**src/rtl/saida_display.sv**
```systemverilog
// saida_display: converts the I/O module output word to decimal with a
// sequential double-dabble engine and drives active-low seven-segment digits
// with leading-zero blanking, a minus sign and an overflow "E".
module saida_display #(
    parameter int unsigned DIGITS = 8
) (
    input  logic                  clock,
    input  logic                  reset,
    input  logic [31:0]           Saida,
    input  logic                  signed_mode,
    output logic [7*DIGITS-1:0]   seg,
    output logic                  busy,
    output logic                  updated
);

    localparam int unsigned SEG_W  = 7 * DIGITS;
    localparam int unsigned BCD_N  = 10;
    localparam int unsigned BCD_W  = 4 * BCD_N;
    localparam logic [6:0]  BLANK  = 7'b1111111;
    localparam logic [6:0]  MINUS  = 7'b0111111;
    localparam logic [6:0]  GLYPH_E = 7'b0000110;
    localparam logic [3:0]  DIGITS_4 = 4'(DIGITS);

    typedef enum logic [1:0] {
        S_IDLE,
        S_LOAD,
        S_SHIFT,
        S_FORMAT
    } state_t;

    state_t             state_q, state_d;
    logic [31:0]        saida_q, saida_d;
    logic               mode_q, mode_d;
    logic               pending_q, pending_d;
    logic [31:0]        mag_q, mag_d;
    logic [BCD_W-1:0]   bcd_q, bcd_d;
    logic [4:0]         cnt_q, cnt_d;
    logic [SEG_W-1:0]   seg_q, seg_d;
    logic               busy_q, busy_d;
    logic               updated_q, updated_d;

    logic [BCD_W-1:0]   bcd_adj;
    logic [SEG_W-1:0]   seg_img;
    logic [3:0]         nd;
    logic [3:0]         need;
    logic               neg;
    logic               ovf;

    // Active-low gfedcba glyph for one BCD digit
    function automatic logic [6:0] glyph(input logic [3:0] d);
        case (d)
            4'd0:    glyph = 7'b1000000;
            4'd1:    glyph = 7'b1111001;
            4'd2:    glyph = 7'b0100100;
            4'd3:    glyph = 7'b0110000;
            4'd4:    glyph = 7'b0011001;
            4'd5:    glyph = 7'b0010010;
            4'd6:    glyph = 7'b0000010;
            4'd7:    glyph = 7'b1111000;
            4'd8:    glyph = 7'b0000000;
            4'd9:    glyph = 7'b0010000;
            default: glyph = BLANK;
        endcase
    endfunction

    // Add-3 correction on every BCD nibble of 5 or more before the shift
    always_comb begin
        bcd_adj = bcd_q;
        for (int i = 0; i < int'(BCD_N); i++) begin
            if (bcd_q[4*i +: 4] >= 4'd5) begin
                bcd_adj[4*i +: 4] = bcd_q[4*i +: 4] + 4'd3;
            end
        end
    end

    // Display image from the finished BCD value and captured sign
    always_comb begin
        nd = 4'd1;
        for (int i = 0; i < int'(BCD_N); i++) begin
            if (bcd_q[4*i +: 4] != 4'd0) begin
                nd = 4'(i + 1);
            end
        end
        neg     = mode_q & saida_q[31];
        need    = nd + {3'b000, neg};
        ovf     = (need > DIGITS_4);
        seg_img = '1;
        for (int k = 0; k < int'(DIGITS); k++) begin
            if (ovf) begin
                seg_img[7*k +: 7] = (k == 0) ? GLYPH_E : BLANK;
            end else if (4'(k) < nd) begin
                seg_img[7*k +: 7] = glyph(bcd_q[4*k +: 4]);
            end else if (neg && (4'(k) == nd)) begin
                seg_img[7*k +: 7] = MINUS;
            end
        end
    end

    // Next-state and datapath for the capture / shift / format sequence
    always_comb begin
        state_d   = state_q;
        saida_d   = saida_q;
        mode_d    = mode_q;
        pending_d = pending_q;
        mag_d     = mag_q;
        bcd_d     = bcd_q;
        cnt_d     = cnt_q;
        seg_d     = seg_q;
        case (state_q)
            S_IDLE: begin
                if (pending_q || (Saida != saida_q) || (signed_mode != mode_q)) begin
                    state_d = S_LOAD;
                end
            end
            S_LOAD: begin
                saida_d   = Saida;
                mode_d    = signed_mode;
                pending_d = 1'b0;
                mag_d     = (signed_mode && Saida[31]) ? (~Saida + 32'd1) : Saida;
                bcd_d     = '0;
                cnt_d     = 5'd0;
                state_d   = S_SHIFT;
            end
            S_SHIFT: begin
                {bcd_d, mag_d} = {bcd_adj[BCD_W-2:0], mag_q, 1'b0};
                cnt_d          = cnt_q + 5'd1;
                if (cnt_q == 5'd31) begin
                    state_d = S_FORMAT;
                end
            end
            S_FORMAT: begin
                seg_d   = seg_img;
                state_d = S_IDLE;
            end
            default: state_d = S_IDLE;
        endcase
        busy_d    = (state_d == S_LOAD) || (state_d == S_SHIFT);
        updated_d = (state_q == S_FORMAT);
    end

    // State and output registers; reset blanks the display and arms a conversion
    always_ff @(posedge clock or negedge reset) begin
        if (!reset) begin
            state_q   <= S_IDLE;
            saida_q   <= 32'd0;
            mode_q    <= 1'b0;
            pending_q <= 1'b1;
            mag_q     <= 32'd0;
            bcd_q     <= '0;
            cnt_q     <= 5'd0;
            seg_q     <= '1;
            busy_q    <= 1'b0;
            updated_q <= 1'b0;
        end else begin
            state_q   <= state_d;
            saida_q   <= saida_d;
            mode_q    <= mode_d;
            pending_q <= pending_d;
            mag_q     <= mag_d;
            bcd_q     <= bcd_d;
            cnt_q     <= cnt_d;
            seg_q     <= seg_d;
            busy_q    <= busy_d;
            updated_q <= updated_d;
        end
    end

    assign seg     = seg_q;
    assign busy    = busy_q;
    assign updated = updated_q;

endmodule

```
**config.mk**
```make
export PLATFORM = sky130hd
export DESIGN_NAME = saida_display
export DESIGN_NICKNAME = d
export VERILOG_FILES = /design/src/rtl/saida_display.sv
export SDC_FILE = /design/constraint.sdc
export NUM_CORES = 1
export LEC_CHECK = 0
export CORE_MARGIN = 2
export CORE_UTILIZATION = 44
export DETAILED_ROUTE_END_ITERATION = 16
export GPL_ROUTABILITY_DRIVEN = 0
export PLACE_DENSITY = 0.71
export SLEW_MARGIN = 20
export SYNTH_ARGS = -nofsm -noshare
export SYNTH_HDL_FRONTEND = slang
export SYNTH_SLANG_ARGS = --single-unit
```
**constraint.sdc**
```tcl
create_clock -name clock -period 5.1 [get_ports clock]
set_input_delay 1.02 -clock clock [delete_from_list [all_inputs] [get_ports clock]]
set_output_delay 1.02 -clock clock [all_outputs]
set_load 0.05 [all_outputs]
```
# == Word-level counts from Yosys, hierarchy flattened ==
# Memories as Yosys holds them, arrays and structs flattened.
# Index checks and enable logic that the tools add are counted.
# classes
reduce_logical,24
bitwise,2
eq_ne,15
n_lt_le_gt_ge,19
muxes,50
add_sub_neg,13
# op_table
cell,count
$mux 7,24
$pmux 40 s2,1
$mux 4,17
$pmux 32 s2,1
$ge 4x3->1 const B,10
$add 4x2->4 const B,9
$reduce_bool 4->1,9
$add 32x1->32 const B,1
$mux 32,1
$ne 32x32->1,1
$not 32->32,1
$eq 3x4->1 const A,4
$lt 3x4->1 const A,4
$pmux 5 s2,1
$logic_and 1x1->1,9
$eq 2x4->1 const A,2
$lt 1x4->1 const A,2
$lt 2x4->1 const A,2
$pmux 2 s4,1
$eq 2x2->1 const B,3
$mux 2,3
$add 5x1->5 const B,1
$eq 5x5->1 const B,1
$add 4x1->4,1
11 further kinds,14
# totals
input_bits,35
ff_bits,171
n_memories,8
word_cells,141
rom_bits,896
output_inout_bits,58
# mem_list
name,words,width,rd,rd_ports_with_merged_regs,wr,line,text
(no name shown),16,7,1,0,0,51,case (d)
(no name shown),16,7,1,0,0,51,
(no name shown),16,7,1,0,0,51,
(no name shown),16,7,1,0,0,51,
(no name shown),16,7,1,0,0,51,
(no name shown),16,7,1,0,0,51,
2 more memories,-,-,-,-,-,-,

# == Depth between registers and ports, before layout ==
# Gate-level depths: netlist of the first run.
# logic_depth
ltp_word,15
depth_mapped,14
ltp_nobuf,14

# == Worst setup path before layout of the first run ==
# No wires, ideal clock.
# synth_timing
path_kind,reg-to-reg
start,reg bcd_q[20]
end,"reg seg_q[48], in the netlist seg[48]"
n_path_buf,0
period_less_slack_ns,3.993
required_ns,4.995
slack_ns,1.107
setup_time_ns,0.105
t_arrival_ns,3.888
stages_incl_launch_ff,14
cell_sequence,dfrtp_1 inv_1 ha_1 or3b_2 a311oi_1 o21ai_0 a21oi_1 ha_1 ha_1 or3b_2 o211ai_1 o211ai_1 a211oi_1 a211oi_1
# synth_via
elab_chain_len,11
elab_cells_between_ends,14
classes_between,1 x add/sub; 2 x order compare; 1 x eq/ne; 8 x mux; 2 x reduce/logical
# synth_lines
item,line,text
"start, declared",36,"logic [BCD_W-1:0] bcd_q, bcd_d;"
"start signal, assigned",149,bcd_q <= '0;
"start signal, assigned",160,bcd_q <= bcd_d;
$reduce_bool 4->1 (*),80,if (bcd_q[4*i +: 4] != 4'd0) begin
$mux 4 (*) (5 in a row),80,
branches (longest 4 deep; another with $add 4x1->4),-,
$mux 7 (*),89,if (ovf) begin
"end signal, assigned",162,seg_q <= seg_d;
"end, declared",38,"logic [SEG_W-1:0] seg_q, seg_d;"
# Mark *: on every way between the ends.
# A chain may end at the register's enable or synchronous reset.

# == Worst setup path after layout of the first run ==
# Ends and elaborated chain as after synthesis.

==> impl_metrics.ini, run 1 <==
[power]
clock_power_share_pct = 25.9
switching_power_uw = 1880
cellLeakagePower_uw = 0.00483
power.internal_uw = 3050
swShare_pct = 38.1
p_seq_share_pct = 38.0
ir_drop_mv = 0.241
powerDensity_mw_per_mm2 = 421
combPwrFrac_pct = 36.1

[floorplan]
core_area_mm2 = 0.0225
die_x_um = 155
die_h_um = 155
ios = 93
rows = 55
initial_core_util_pct = 44.6
die_area_mm2 = 0.0240

[synthesis]
synth_edf_count = 0
synth_area_leaders = dfrtp_1 28%, dfstp_2 15%, ha_1 6.6%, a21oi_1 5.4%, nor2_1 4.7%
async_flop_share_pct = 100
netlist_instances = 1089
ys_types = 58
synth_top_area_share_pct = 28.4
yosysSeqAreaShare_pct = 43.4
synth_nets = 1177
synthFlopType = dfrtp_1
ys_ff_latch = 171
synth_area_mm2 = 0.0100
syn_area_per_cell_um2 = 9.21
synth_top_area_cell = dfrtp_1
yosysWarningCount = 0

[timing]
hold_viol = 0
fmax_ghz = 0.223
finalSetupTns_ns = 0
clock_skew_ns = 0.0129
rsz0062_at_grt = false
worst_pin_slew_ns = 0.919
hold-worst-slack_ns = 0.469
drv_slew = 0
setup_viol = 0
relSlewSlack_pct = 38.8
timing.final.crit_share_pct = 87.9
min_period_ns = 4.48

[finish]
syn_to_final_growth_pct = 16.8
final_layout_size_suffix_gt1_share_pct = 13.2
nNetsFinal = 1235
fin_area_mm2 = 0.0117
diodes = 0
n_fill_cell = 2056

[clock_tree]
post_cts_buffers = 0
numCtsBuffers = 17
path_clk_slew_ns = 0.06
clock_path_buffers = 2
postCtsResizedCells = 0
cts.sinks = 171
ctsHtreeMaxLevel = 4
clkLatencyLatePin_ns = 0.43
cts_root_buffer = clkbuf_16
cts_tree = done
cts_hold_buf = 0

[place]
place_area_mm2 = 0.0111
io_buffers = 92
hpwl_um = 16100

[worst_setup_path]
path_buf_inv = 1
critPathRequiredTime_ns = 5.44
cpLargestDelayFamily = compound AO/OA/AOI/OAI gates
crit_chain = inv_1 > ha_1 > or3b_2 > a311oi_1 > o21ai_0 > a21oi_1 > ha_1 > ha_1 > or3b_2 > o211ai_1 > o211ai_1 > a211oi_1 > nor4b_1 > a211oi_1
cp_max_fo = 5
start_kind = flip-flop
end_kind = flip-flop
slowest_stage = or3b_2
crit_top_cell = ha_1
arrival_ns = 4.82
cp_slowest_stage_delay_ns = 0.54
crit_type = flip-flop to flip-flop

[outcome]
status = completed

[global_routing]
grt_pass1_vias = 7927
track_usage_pct = 19.8
grt_pass1_wl_um = 39100
grt_max_degree = 102
grt.overflow.total = 0
antenna_found_initial = 0

[drt]
postRouteAntennaNets = 0
routed_wl_um = 23100
vias = 8115
wl_per_cell_um = 16.0
firstDrtPassIters = 5
post-route-drc-count = 0
vias_per_cell = 5.62
drt_iter0_drc = 514

[hold_path]
min_path_type = flip-flop to flip-flop

[job]
maxCapViolCount = 0
==> cells in the final DEF (no fill, tap or decap), types with 7 or more instances in the layout <==
cell,n
o22ai_1,48
nand2b_1,19
nand4_1,8
dfstp_2,57
dfrtp_1,114
a21oi_1,108
o211ai_1,10
mux2_2,39
nor4_1,7
nand3_1,15
or3b_2,8
nor3_1,11
nor2b_1,12
mux2i_1,7
clkbuf_16,17
nand2_1,46
o41ai_1,7
buf_4,8
o22a_1,13
xnor2_1,45
nor3b_1,8
xor2_1,29
o21ai_0,79
o31ai_1,12
inv_1,74
ha_1,50
nor2_1,125
clkdlybuf4s50_1,91
a31oi_1,16
==> stage by stage <==
stage | utilization [%] | setup WS [ns] | instances | total power [µW]
after floorplan | - | 1.11 | 1089 | 3130
after global placement | 49.5 | 0.843 | 1413 | 3640
after detailed placement | 49.5 | 0.672 | 1413 | 3670
after CTS | 52.0 | 0.632 | 1445 | 4970
after global routing | 52.0 | 0.308 | 1445 | 5230
final | 52.0 | 0.616 | 1445 | 4930
==> worst reg2reg max path: stages, from the launching register on <==
cell and delay (ns):
dfrtp_1 0.41, inv_1 0.15, ha_1 0.28, or3b_2 0.54, a311oi_1 0.41, o21ai_0 0.16, a21oi_1 0.34, ha_1 0.26
ha_1 0.25, or3b_2 0.46, o211ai_1 0.17, o211ai_1 0.15, a211oi_1 0.41, nor4b_1 0.31, a211oi_1 0.09
==> power groups by stage <==
stage	registers, µW	logic (µW)	clock network [µW]
2_1_floorplan	2260	874	0
3_3_place_gp	1890	1750	0
3_5_place_dp	1900	1770	0
4_1_cts	1870	1780	1310
5_1_grt	1910	1950	1370
6_report	1880	1780	1280
==> sequential cells by signal, summed over array words and instances (netlist names), 2 cells and up <==
register / flops
state_q: 2
cnt_q: 5
bcd_q: 40
mag_q: 32
saida_q: 32
seg: 56
==> area by class of cell <==
class / count / area, µm² / share of cell area [%]
Clock buffer: 20 / 447 / 3.81
Clock inverter: 12 / 124 / 1.06
Inverter: 75 / 282 / 2.40
Multi-Input combinational cell: 782 / 5170 / 44.1
Sequential cell: 171 / 4350 / 37.1
Tap cell: 285 / 357 / 3.04
Timing Repair Buffer: 100 / 982 / 8.39
==> cell families (layout without fill, tap and decap cells) <==
logic type                 after synthesis  in the layout  synth area share (%)
adders and majority gates               53             53                  6.61
and+or+nand+nor                        280            280                  13.4
DFF                                    171            171                  43.4
muxes                                   46             46                  5.08
buffers and inverters                  136            207                  5.24
AOI/OAI and AO/OA                      329            329                  19.8
xor gates and xnor gates                74             74                  6.46
==> cell usage after synthesis, types with 2 or more instances <==
master    number
nor2_1       125
dfrtp_1      114
a21oi_1      108
o21ai_0       79
inv_1         74
clkbuf_1      57
dfstp_2       57
ha_1          53
o22ai_1       48
nand2_1       46
xnor2_1       45
mux2_2        39
xor2_1        29
nand2b_1      19
a31oi_1       16
nand3_1       15
o22a_1        13
nor2b_1       12
o31ai_1       12
nor3_1        11
o211ai_1      10
nand4_1        8
nor3b_1        8
or3b_2         8
mux2i_1        7
nor4_1         7
o41ai_1        7
a211oi_1       6
o221ai_1       6
and3_1         5
o32ai_1        5
a32o_1         3
and2_1         3
or3_1          3
a221oi_1       2
buf_1          2
buf_6          2
nor4b_1        2
o21a_1         2
or2_2          2
or4_4          2
==> worst paths after layout <==
kind / end / slack [ns] / cells past startpoint / start
setup / recovery: seg[48]$_DFFE_PN1P_ / 0.62 / 14 / bcd_q[20]$_DFFE_PN0P_
hold / removal: seg[6]$_DFFE_PN1P_ / 0.47 / 2 / seg[6]$_DFFE_PN1P_
setup reg to reg: seg[48]$_DFFE_PN1P_ / 0.62 / 14 / bcd_q[20]$_DFFE_PN0P_
hold reg to reg: seg[6]$_DFFE_PN1P_ / 0.47 / 2 / seg[6]$_DFFE_PN1P_
max in group asynchronous: seg[51]$_DFFE_PN1P_ / 3.34 / 2 / reset
min in group asynchronous: bcd_q[11]$_DFFE_PN0P_ / 0.70 / 1 / reset
==> per-layer routing <==
layer / track usage (%) / up-vias / part of all wire [%]
met3: 3.34 / 29 / 4.2
met1: 26.0 / 3917 / 46
met5: 0 / - / 0
met2: 33.5 / 200 / 48
li1: - / 3969 / -
met4: 6.57 / 0 / 1.5
(Power assumes the default switching activity.)
==> run 2, diff against run 1 <==
--- a/config.mk
+++ b/config.mk
@@ -9,6 +9,7 @@
 export CORE_UTILIZATION = 44
 export DETAILED_ROUTE_END_ITERATION = 16
 export GPL_ROUTABILITY_DRIVEN = 0
+export GPL_TIMING_DRIVEN = 0
 export PLACE_DENSITY = 0.71
 export SLEW_MARGIN = 20
 export SYNTH_ARGS = -nofsm -noshare
==> run 2 against run 1 <==
Against the previous run: sequential power shrank 4%; clock power grew 4%; sequential share of layout area shrank 0.69 points; critical path type unchanged; largest cell class unchanged.
==> impl_metrics.ini, run 2 (synthesis gave the netlist of run 1 again) <==
[finish]
final_layout_size_suffix_gt1_share_pct = 12.5
mostFrequentLayoutCell = nor2_1
layout_common_cells = 125 x nor2_1, 114 x dfrtp_1, 108 x a21oi_1, 87 x clkdlybuf4s50_1, 79 x o21ai_0
n_fill_cell = 2054
final_cell_count_no_fill = 1498
diodes = 0
seqCellArea_mm2 = 0.00435
final_core_util_pct = 53.0
nNetsFinal = 1288
multi_input_area_mm2 = 0.00517
largest_reg_flops = 56
syn_to_final_growth_pct = 19.0

[worst_setup_path]
r2r-start = bcd_q[20]$_DFFE_PN0P_
arrival_ns = 5.00
crit_top_cell = ha_1
crit_type = flip-flop to flip-flop
cp_max_fo = 5
crit_start = bcd_q[20]$_DFFE_PN0P_
r2r-end = seg[48]$_DFFE_PN1P_
end_kind = flip-flop
slowest_stage = or3b_2
r2r_cells = 14
crit_chain = inv_1 > ha_1 > or3b_2 > a311oi_2 > o21ai_0 > a21oi_1 > ha_1 > ha_1 > or3b_2 > o211ai_1 > o211ai_1 > a211oi_2 > nor4b_1 > a211oi_1
start_kind = flip-flop
critPathRequiredTime_ns = 5.44
cp-endpoint = seg[48]$_DFFE_PN1P_
cp_slowest_stage_delay_ns = 0.57
ff2ff_setup_slack_ns = 0.44

[place]
io_buffers = 88
hpwl_um = 18500
dpl.cell_count = 1463
post-place-ws_ns = -0.145

[floorplan]
die_h_um = 155
core_area_mm2 = 0.0225
die_x_um = 155
die_area_mm2 = 0.0240
ios = 93
rows = 55
initial_core_util_pct = 44.6

[power]
powerDensity_mw_per_mm2 = 419
p_seq_share_pct = 36.2
swShare_pct = 38.1
combPwrFrac_pct = 37.2
cellLeakagePower_uw = 0.00489
clock_power_share_pct = 26.5
ir_drop_mv = 0.243
power.internal_uw = 3090
switching_power_uw = 1910
total_power_uw = 5000

[timing]
drv_slew = 0
clock_skew_ns = 0.0123
setup_viol = 0
relSlewSlack_pct = 44.5
layout_setup_ws_ns = 0.438
fmax_ghz = 0.214
rsz0062_at_grt = false
worst_pin_slew_ns = 0.833
hold_viol = 0
timing.final.crit_share_pct = 91.4
min_period_ns = 4.66
finalSetupTns_ns = 0

[drt]
firstDrtPassIters = 5
vias = 8463
drt_iter0_drc = 493
wl_per_cell_um = 17.0
routed_wl_um = 25500
postRouteAntennaNets = 0
vias_per_cell = 5.65
post-route-drc-count = 0

[global_routing]
use_met1_pct = 28.9
grt_pass1_vias = 8070
grt_pass1_wl_um = 41500
use_met3_pct = 3.73
antenna_found_initial = 0
grt.overflow.total = 0
busiest_layer = met2
grt_max_degree = 99
track_usage_pct = 21.6
grt.met2_usage_pct = 35.6

[outcome]
status = completed

[job]
maxCapViolCount = 0

[hold_path]
min_path_type = flip-flop to flip-flop
holdCritStartpoint = seg[6]$_DFFE_PN1P_

[clock_tree]
numCtsBuffers = 17
cts_tree = done
clock_path_buffers = 2
ctsHtreeMaxLevel = 4
clkLatencyLatePin_ns = 0.44
path_clk_slew_ns = 0.07
cts.sinks = 171
cts_root_buffer = clkbuf_16
==> run 2: cell count changes in the layout (fill, tap and decap cells not counted), moves of 2 or more <==
cell	previous run	this run
ha_2	2	0
ha_1	50	53
a211oi_2	0	2
inv_6	0	3
clkbuf_1	2	58
clkdlybuf4s50_1	91	87
buf_4	8	3
clkinv_2	5	1
a211oi_1	6	4
buf_1	0	2
==> run 2: area by class of cell <==
cell class	count	share of cell area (%)
Multi-Input combinational cell	782	43.3
Sequential cell	171	36.5
Timing Repair Buffer	92	7.84
Clock buffer	20	3.83
Tap cell	285	2.99
Inverter	75	2.36
Buffer	61	2.04
Clock inverter	12	1.16
==> run 2: worst min path at each step <==
stage               cells after the start  slack, ns               endpoint
global route                            2       0.50     seg[4]$_DFFE_PN1P_
CTS                                     2       0.48     seg[6]$_DFFE_PN1P_
floorplan                               2       0.45  mag_q[15]$_DFFE_PN0P_
global placement                        2       0.46     seg[6]$_DFFE_PN1P_
detailed placement                      2       0.47     seg[6]$_DFFE_PN1P_
finish                                  2       0.48     seg[6]$_DFFE_PN1P_
==> run 2: routing by layer <==
layer,vias to the layer above,routed length (µm)
met5,-,0
met2,262,12300
li1,4070,-
met1,4088,11500
met4,0,566
met3,43,1200
==> run 2: per-stage QoR <==
stage | hold WS [ns] | instance area, µm²
finish | 0.479 | 11900
global route | 0.503 | 11900
CTS | 0.485 | 11900
detailed placement | 0.475 | 11300
global placement | 0.462 | 11300
floorplan | 0.454 | 10000
==> run 2: critical path, delay by kind of cell, from the launching register on <==
| kind | cells | cell delay, ns |
|---|---|---|
| flip-flops | 1 | 0.43 |
| AO/OA/AOI/OAI | 7 | 1.74 |
| adder cells (fa/ha/maj) | 3 | 0.79 |
| AND/OR/NAND/NOR | 3 | 1.41 |
| buffers and inverters | 1 | 0.17 |
==> run 2: timing repair <==
action                                  in CTS  in global routing
gates cloned                                 0                  0
setup buffers                                0                  3
resized for setup                            2                  1
hold buffers                                 0                  0
endpoints found under the setup margin       7                 16
pin swaps                                    0                  1
==> run 2: power by group through the flow <==
stage,registers [µW],clock network [µW],logic (µW)
floorplan,2260,0,874
global placement,1830,0,1810
detailed placement,1830,0,1840
CTS,1810,1340,1850
global route,1840,1390,2040
finish,1810,1330,1860
==> edit: new RTL, config.mk and constraints of run 2 <==
The output `updated` loses its register stage (`updated_q` becomes a continuous assignment).
--- a/src/rtl/saida_display.sv
+++ b/src/rtl/saida_display.sv
@@ -150,7 +150,6 @@
             cnt_q     <= 5'd0;
             seg_q     <= '1;
             busy_q    <= 1'b0;
-            updated_q <= 1'b0;
         end else begin
             state_q   <= state_d;
             saida_q   <= saida_d;
@@ -161,9 +160,10 @@
             cnt_q     <= cnt_d;
             seg_q     <= seg_d;
             busy_q    <= busy_d;
-            updated_q <= updated_d;
         end
     end
+
+    assign updated_q = updated_d;
 
     assign seg     = seg_q;
     assign busy    = busy_q;
Check against the original RTL: same outputs for any inputs over 10 cycles, from zero or initial values and one cycle with reset low; that may be too few to reach the edited logic, so the function may still have changed.
==> edit against run 2 <==
- power decreased by 0.19%
- core utilization decreased by 0.17 points
- routed wire length increased by 0.48%
- worst setup slack got worse by 140 ps
- synthesized area decreased by 0.25%
- count of clock-buffer cells in the layout decreased by 2
- clock skew increased by 2.9 ps
- final area decreased by 0.33%
- via count decreased by 0.50%
- fmax decreased by 3.0%
- sequential cell count decreased by 1
==> edit: results (changes against run 2) <==
stage;metric;value;unit;change
yosys;async_reset_ff_share;100;%;unchanged
worst_hold_path;worstHoldStart;seg[6];;unchanged
timing;whs;479;ps;about the same
grt;grtUsageMet1;28.9;%;about the same
yosys;synthTopCellsByArea;dfrtp_1, dfstp_2, ha_1;;unchanged
grt;grt_pass1_wl;41900;um;was 41500 um
route;drt-total-wl;25600;um;was 25500 um
worst_setup_path;r2r-end;seg[48];;unchanged
place;dpl.cell_count;1462;;was 1463
place;pre_cts_ws;-113;ps;was -145 ps
timing;relSlewSlack;45.5;%;was 44.5%
pwr;seqPwrFrac;36.1;%;was 36.2%
yosys;synth_xor_area_share;6.48;%;was 6.46%
worst_setup_path;path_delay_family;compound AO/OA/AOI/OAI gates;;unchanged
yosys;synth_compound_area_share;19.9;%;was 19.8%
final_layout;fin_nets;1286;;was 1288
route;drt_iter0_markers;484;;was 493
grt;antenna_found_initial;0;;unchanged
timing;fin_crit;4810;ps;was 4660 ps
yosys;synth_adder_area_share;6.63;%;was 6.61%
grt;grt_max_degree;99;;unchanged
clocking;htree_levels;4;;unchanged
grt;met3_usage;4.12;%;was 3.73%
yosys;synth_cells;1088;;was 1089
yosys;synth_mux_area_share;5.09;%;was 5.08%
yosys;synth_common_cells;nor2_1, dfrtp_1, a21oi_1, o21ai_0, inv_1;;unchanged
yosys;ys_types;58;;unchanged
worst_setup_path;cpMaxStageDelayCell;or3b_2;;unchanged
worst_setup_path;rrSetupSlack;290;ps;was 440 ps
worst_setup_path;cp-start-kind;flip-flop;;unchanged
outcome;status;finished, final reports clean;;unchanged
place;dpl_cell_area;11300;sq um;about the same
route;detail_route.wl_per_cell;17.1;um;was 17.0 um
pwr;ir_drop;0.239;mV;was 0.243 mV
route;viasPerCell;5.63;;was 5.65
yosys;synthFlopType;dfrtp_1;;unchanged
clocking;clkLatencyLatePin;440;ps;about the same
grt;met2_usage;36.9;%;was 35.6%
worst_setup_path;worstRegToRegCells;14;;unchanged
timing;worst_clock_skew;15.2;ps;was 12.3 ps
worst_hold_path;whs_endpoint;seg[6];;unchanged
final_layout;layout-drive-gt1-share;12.5;%;about the same
grt;grt_pass1_vias;8237;;was 8070
final_layout;fillers;2008;;was 2054
final_layout;diodes;0;;unchanged
place;dp_hpwl;18500;um;about the same
pwr;p_total;4.99;mW;was 5.00 mW
pwr;p_sw;1.91;mW;about the same
timing;timing_hold_violations_final;0;;unchanged
pwr;p_leak;4.89;nW;about the same
grt;grt_usage;22.0;%;was 21.6%
worst_setup_path;cp_slowest_stage_delay;570;ps;about the same
yosys;synth_fp_nets;1176;;was 1177
worst_setup_path;regToRegStartpoint;bcd_q[20];;unchanged
worst_setup_path;arrival;5150;ps;was 5000 ps
clocking;clk_path_buf_depth;2;;unchanged
yosys;yosysSeqAreaShare;43.2;%;was 43.4%
clocking;cts_root_buffer;clkbuf_16;;unchanged
## edit: cell types whose count changed after synthesis
cell     delta
dfrtp_1     -1
## edit: kinds of logic after synthesis
kind of cell / count (synthesis)
buffers and inverters: 136
AO/OA/AOI/OAI: 329
XOR/XNOR: 74
flip-flops: 170
multiplexers: 46
adder cells (fa/ha/maj): 53
AND/OR/NAND/NOR: 280
## edit: per-layer routing
metal	up-vias	routed length, um
met2	264	12200
met3	40	1360
met5	-	0
met4	0	563
met1	4040	11500
li1	4077	-
## edit: layout make-up
cell class                 count  area [sq um]  share of cell area (%)
buffer                        61           244                    2.05
clock buffer                  18           450                    3.79
clock inverter                14           145                    1.22
inverter                      75           282                    2.37
multi-input combinational    782          5160                    43.4
sequential                   170          4330                    36.4
tap                          285           357                    3.00
timing repair buffer          91           928                    7.81
## edit: repair_timing
action / CTS / global route
setup endpoints to repair: 7 / 7
resized for setup: 2 / 0
buffers inserted: 0 / 2
hold endpoints to repair: 0 / 0
pin swaps: 0 / 1
